===== src/rtl/flit_assembler_2_pkg.sv =====
// Shared flit field positions and assembler state encoding.
// Bit positions are offsets down from the flit MSB so any flit width works.
package flit_assembler_2_pkg;

  localparam int VALID_OFS = 1;
  localparam int HEAD_OFS  = 2;
  localparam int TAIL_OFS  = 3;
  localparam int VC_OFS    = 4;

  localparam logic [7:0] DROP_MAX = 8'hFF;

  typedef enum logic {
    EXPECT_HEAD,
    EXPECT_TAIL
  } asm_state_t;

endpackage


===== src/rtl/flit_assembler_2_fifo.sv =====
// pkt_fifo_2: generic 2-deep valid/ready FIFO.
// Ports: in_data/in_valid/in_ready push side, out_data/out_valid/out_ready pop side.
module pkt_fifo_2 #(
  parameter int WIDTH = 36
) (
  input  logic             clk,
  input  logic             rst_n,
  input  logic [WIDTH-1:0] in_data,
  input  logic             in_valid,
  output logic             in_ready,
  output logic [WIDTH-1:0] out_data,
  output logic             out_valid,
  input  logic             out_ready
);

  logic [WIDTH-1:0] mem [2];
  logic             wr_ptr;
  logic             rd_ptr;
  logic [1:0]       count;
  logic             push;
  logic             pop;

  assign in_ready  = (count != 2'd2);
  assign out_valid = (count != 2'd0);
  assign out_data  = mem[rd_ptr];
  assign push      = in_valid && in_ready;
  assign pop       = out_valid && out_ready;

  always_ff @(posedge clk or negedge rst_n) begin
    if (!rst_n) begin
      mem[0] <= '0;
      mem[1] <= '0;
      wr_ptr <= 1'b0;
      rd_ptr <= 1'b0;
      count  <= 2'd0;
    end else begin
      if (push) begin
        mem[wr_ptr] <= in_data;
        wr_ptr      <= ~wr_ptr;
      end
      if (pop) begin
        rd_ptr <= ~rd_ptr;
      end
      unique case ({push, pop})
        2'b10:   count <= count + 2'd1;
        2'b01:   count <= count - 2'd1;
        default: count <= count;
      endcase
    end
  end

endmodule


===== src/rtl/flit_assembler_2.sv =====
// Assembles head/tail flit pairs into packets, buffered in a 2-entry FIFO.
// Ports: flit_in/flit_valid_in/flit_ready_out in, data_out/valid_out/ready_in out, error_out, drop_count.
module flit_assembler_2
  import flit_assembler_2_pkg::*;
#(
  parameter int WIDTH_PKT        = 36,
  parameter int VC_ADDRESS_WIDTH = 1,
  parameter int ADDRESS_WIDTH    = 4
) (
  input  logic                    clk,
  input  logic                    rst_n,
  input  logic [WIDTH_PKT/2-1:0]  flit_in,
  input  logic                    flit_valid_in,
  output logic                    flit_ready_out,
  output logic [WIDTH_PKT-1:0]    data_out,
  output logic                    valid_out,
  input  logic                    ready_in,
  output logic                    error_out,
  output logic [7:0]              drop_count
);

  localparam int WIDTH_FLIT = WIDTH_PKT / 2;
  localparam int V_BIT      = WIDTH_FLIT - VALID_OFS;
  localparam int H_BIT      = WIDTH_FLIT - HEAD_OFS;
  localparam int T_BIT      = WIDTH_FLIT - TAIL_OFS;
  localparam int VC_MSB     = WIDTH_FLIT - VC_OFS;

  if (WIDTH_FLIT < 3 + VC_ADDRESS_WIDTH + ADDRESS_WIDTH) begin : g_width_chk
    $error("flit too narrow for control, VC and destination fields");
  end

  asm_state_t            state;
  asm_state_t            state_n;
  logic [WIDTH_FLIT-1:0] head_reg;
  logic [WIDTH_FLIT-1:0] head_n;
  logic                  push;
  logic [WIDTH_PKT-1:0]  push_data;
  logic [1:0]            drop_inc;
  logic [8:0]            drop_sum;
  logic                  accept;
  logic                  f_valid;
  logic                  f_head;
  logic                  f_tail;
  logic                  vc_match;

  assign accept   = flit_valid_in && flit_ready_out;
  assign f_valid  = flit_in[V_BIT];
  assign f_head   = flit_in[H_BIT];
  assign f_tail   = flit_in[T_BIT];
  assign vc_match = (flit_in[VC_MSB -: VC_ADDRESS_WIDTH] ==
                     head_reg[VC_MSB -: VC_ADDRESS_WIDTH]);

  always_comb begin
    state_n   = state;
    head_n    = head_reg;
    push      = 1'b0;
    push_data = '0;
    drop_inc  = 2'd0;
    if (accept && f_valid) begin
      unique case (state)
        EXPECT_HEAD: begin
          unique case (1'b1)
            !f_head: begin
              drop_inc = 2'd1;
            end
            f_head && f_tail: begin
              push      = 1'b1;
              push_data = {flit_in, {WIDTH_FLIT{1'b0}}};
            end
            f_head && !f_tail: begin
              head_n  = flit_in;
              state_n = EXPECT_TAIL;
            end
          endcase
        end
        EXPECT_TAIL: begin
          unique case (1'b1)
            // New head abandons the stored one, then starts afresh.
            f_head && f_tail: begin
              drop_inc  = 2'd1;
              push      = 1'b1;
              push_data = {flit_in, {WIDTH_FLIT{1'b0}}};
              state_n   = EXPECT_HEAD;
            end
            f_head && !f_tail: begin
              drop_inc = 2'd1;
              head_n   = flit_in;
            end
            !f_head && f_tail && vc_match: begin
              push      = 1'b1;
              push_data = {head_reg, flit_in};
              state_n   = EXPECT_HEAD;
            end
            !f_head && !(f_tail && vc_match): begin
              drop_inc = 2'd2;
              state_n  = EXPECT_HEAD;
            end
          endcase
        end
        default: state_n = EXPECT_HEAD;
      endcase
    end
  end

  assign drop_sum = {1'b0, drop_count} + {7'd0, drop_inc};

  always_ff @(posedge clk or negedge rst_n) begin
    if (!rst_n) begin
      state      <= EXPECT_HEAD;
      head_reg   <= '0;
      error_out  <= 1'b0;
      drop_count <= 8'd0;
    end else begin
      state    <= state_n;
      head_reg <= head_n;
      if (drop_inc != 2'd0) begin
        error_out  <= 1'b1;
        drop_count <= drop_sum[8] ? DROP_MAX : drop_sum[7:0];
      end
    end
  end

  pkt_fifo_2 #(
    .WIDTH (WIDTH_PKT)
  ) u_fifo (
    .clk       (clk),
    .rst_n     (rst_n),
    .in_data   (push_data),
    .in_valid  (push),
    .in_ready  (flit_ready_out),
    .out_data  (data_out),
    .out_valid (valid_out),
    .out_ready (ready_in)
  );

endmodule


===== config.mk =====
export PLATFORM = sky130hd
export DESIGN_NAME = flit_assembler_2
export DESIGN_NICKNAME = d
export VERILOG_FILES = /design/src/rtl/flit_assembler_2_pkg.sv /design/src/rtl/flit_assembler_2_fifo.sv /design/src/rtl/flit_assembler_2.sv
export SDC_FILE = /design/constraint.sdc
export NUM_CORES = 1
export LEC_CHECK = 0
export ABC_AREA = 0
export CAP_MARGIN = 10
export CORE_UTILIZATION = 40
export CTS_BUF_LIST = sky130_fd_sc_hd__clkbuf_16
export CTS_CLUSTER_DIAMETER = 40
export DETAILED_ROUTE_END_ITERATION = 6
export SKIP_LAST_GASP = 1
export SYNTH_ARGS = -nofsm -noshare
export SYNTH_HDL_FRONTEND = slang
export SYNTH_SLANG_ARGS = --single-unit

===== constraint.sdc =====
create_clock -name clk -period 3.7 [get_ports clk]
set_input_delay 0.37 -clock clk [delete_from_list [all_inputs] [get_ports clk]]
set_output_delay 0.37 -clock clk [all_outputs]
set_load 0.05 [all_outputs]

==> impl_metrics.tcl <==
set metrics [dict create \
    status "completed" \
    yosys-top-cells-area "dfrtp_1 (55%), mux2_2 (21%), a22o_1 (8.3%), buf_6 (1.2%), a21o_1 (0.95%)" \
    rsz0062_at_grt "no" \
    drive_above_1_share_pct 28.5 \
    syn_nets 373 \
    drtIter0Drc 91 \
    die_h_um 111 \
    largest_reg_flops 72 \
    hold_path_startpoint "error_out" \
    final_cells 564 \
    crit_path_end_kind "output pin" \
    num_vias 3071 \
    cts-resized-gates 0 \
    cts_tree "yes" \
    worstPathRequired_ns 3.33 \
    reg2reg_setup_slack_ns 1.03 \
    synth_top_family_by_area "multiplexers" \
    grt_max_degree 43 \
    setup_tns_ns 0 \
    drc 0 \
    core_mm2 0.0115 \
    yosys_most_used_dff "dfrtp_1" \
    grt_use_total_pct 17.3 \
    internal-power_w 0.00270 \
    drv_slew 0 \
    muxShareOfSynthArea_pct 21.1 \
    fin_nets 442 \
    port_buffers 68 \
    r2r_start "u_fifo.count[1]" \
    min_period_ns 2.89 \
    synth_adder_area_share_pct 1.21 \
    synth_top_area_cell "dfrtp_1" \
    synth_xor_area_share_pct 1.11 \
    maxCapViolCount 0 \
    syn_area_per_cell_um2 13.7 \
    synth-compound-area-share_pct 12.1 \
    antennaDiodeCount 0 \
    fin_crit_sh_pct 78.0 \
    clk_path_buf_depth 2 \
    dr.pass1.iters 4 \
    startpoint "u_fifo.rd_ptr" \
    grt_pass1_vias 3224 \
    cts_made_buffers 9 \
    yosysMostFrequentCell "dfrtp_1" \
    synth.distinct_cells 40 \
    p_sw_w 0.00156 \
    hold_viol 0 \
    initial_utilization_pct 41.4 \
    setup_violations 0 \
    dp.cells 547 \
    dieArea_mm2 0.0123 \
    ant_nets 0 \
    grt_antenna_before_repair 0 \
    netlist.area_leader.share_pct 54.9 \
    htree_levels 3 \
    place_hpwl_um 6360 \
    total_leakage_power_nw 2.67 \
    max-vdd-ir-drop_mv 0.457 \
    cts_sinks 104 \
    clk_pin_slew_ns 0.06 \
    ys.warnings.count 0 \
    cellPowerDensity_mw_per_mm2 728 \
    ys_async_sr_fraction_pct 100 \
    via_per_inst 5.45 \
    synth-seq-cells 104 \
    ys_seq_area_share_pct 54.9 \
    clock.fmax_ghz 0.347 \
    clock_skew_ns 0.00596 \
    num_rows 39 \
    gr-total-overflow 0 \
    die_x_um 111 \
    p_sw_share_pct 36.7 \
    worstMarginPinSlew_ns 0.964 \
    hold_class "flop to flop" \
    syn_area_mm2 0.00474 \
    worstPathArrival_ns 2.52 \
    area_growth_pct 23.4 \
    comb_power_share_pct 37.7 \
    root_buffer "clkbuf_16" \
    crit_path_start_kind "flop" \
    cts_hold_buf 1 \
    pwr-share-seq_pct 40.6 \
    postCtsSetupRepairBufs 0 \
    wl_per_cell_um 17.8 \
    grt_pass1_wl_um 16700 \
    clock_power_share_pct 21.7 \
    ioPinCount 69 \
    wirelength_um 10000 \
    synth-simple-area-share_pct 6.33 \
    place.gp.congestion 0.808 \
    synth_edf_count 0 \
    synth_common_cells "dfrtp_1 (104), mux2_2 (87), a22o_1 (45)" \
    criticalPathCategory "flop to output pin" \
    insertion_delay_ns 0.34 \
    crit_fanout 37 \
    timing.slew.headroom_pct 35.8 \
    synth_cells 347 \
]
cells by family (layout without fill, tap and decap cells):
| family | after synthesis | count (layout) |
|---|---|---|
| compound gates | 66 | 66 |
| xor+xnor | 6 | 6 |
| fa+ha+maj | 4 | 4 |
| buf+inv | 26 | 100 |
| flops | 104 | 104 |
| mux | 89 | 89 |
| simple gates | 52 | 52 |
per-stage QoR:
step	hold WS, ns	setup slack (ns)	cell area, um^2	total power [W]	utilization, %
final	0.460	0.815	5850	0.00426	51.0
after global routing	0.478	0.731	5850	0.00448	51.0
after CTS	0.464	0.788	5850	0.00431	51.0
after detailed placement	0.332	0.749	5560	0.00337	48.5
after global placement	0.322	0.763	5560	0.00333	48.5
after floorplan	0.0744	0.872	4740	0.00286	-
cell type report:
class	instances	area, um^2
fill	995	5610
sequential	104	2600
multi-input combinational	217	1990
inverter	5	18.8
clock buffer	9	225
timing repair buffer	79	776
clock inverter	7	61.3
tap	143	179
path summary, 6_finish.rpt:
path	endpoint	depth (start not counted)
setup reg to reg	drop_count[6]	10
max in group asynchronous	head_reg[3]	3
setup / recovery	data_out[33]	2
hold / removal	error_out	1
hold reg to reg	error_out	1
min in group asynchronous	u_fifo.mem[65]	2
metal layers:
layer | wire length, um | global-route usage [%] | up-vias
met5 | 0 | 0 | -
met4 | 113 | 4.98 | 0
met3 | 320 | 3.72 | 9
met2 | 4620 | 26.7 | 57
met1 | 4970 | 24.5 | 1579
li1 | - | - | 1426
cell usage in the layout, fill, tap and decap left out, drive strengths merged, types with 5 or more instances in the layout:
cell / count
a21o: 6
a22o: 45
and2: 5
buf: 11
clkbuf: 9
clkdlybuf4s50: 67
dfrtp: 104
inv: 6
mux2: 89
nand2: 7
nand3: 8
nor2b: 6
critical path: stages (launching register included):
cell and delay, ns:
dfrtp_2 1.00, mux2_2 0.43, clkdlybuf4s50_1 0.74
power by group through the flow:
stage | logic [W] | clock network [W] | registers (W)
CTS | 0.00162 | 0.000952 | 0.00173
global route | 0.00170 | 0.000999 | 0.00178
finish | 0.00161 | 0.000925 | 0.00173
floorplan | 0.00121 | 0 | 0.00165
global placement | 0.00160 | 0 | 0.00173
detailed placement | 0.00162 | 0 | 0.00175
(Power assumes the default switching activity.)
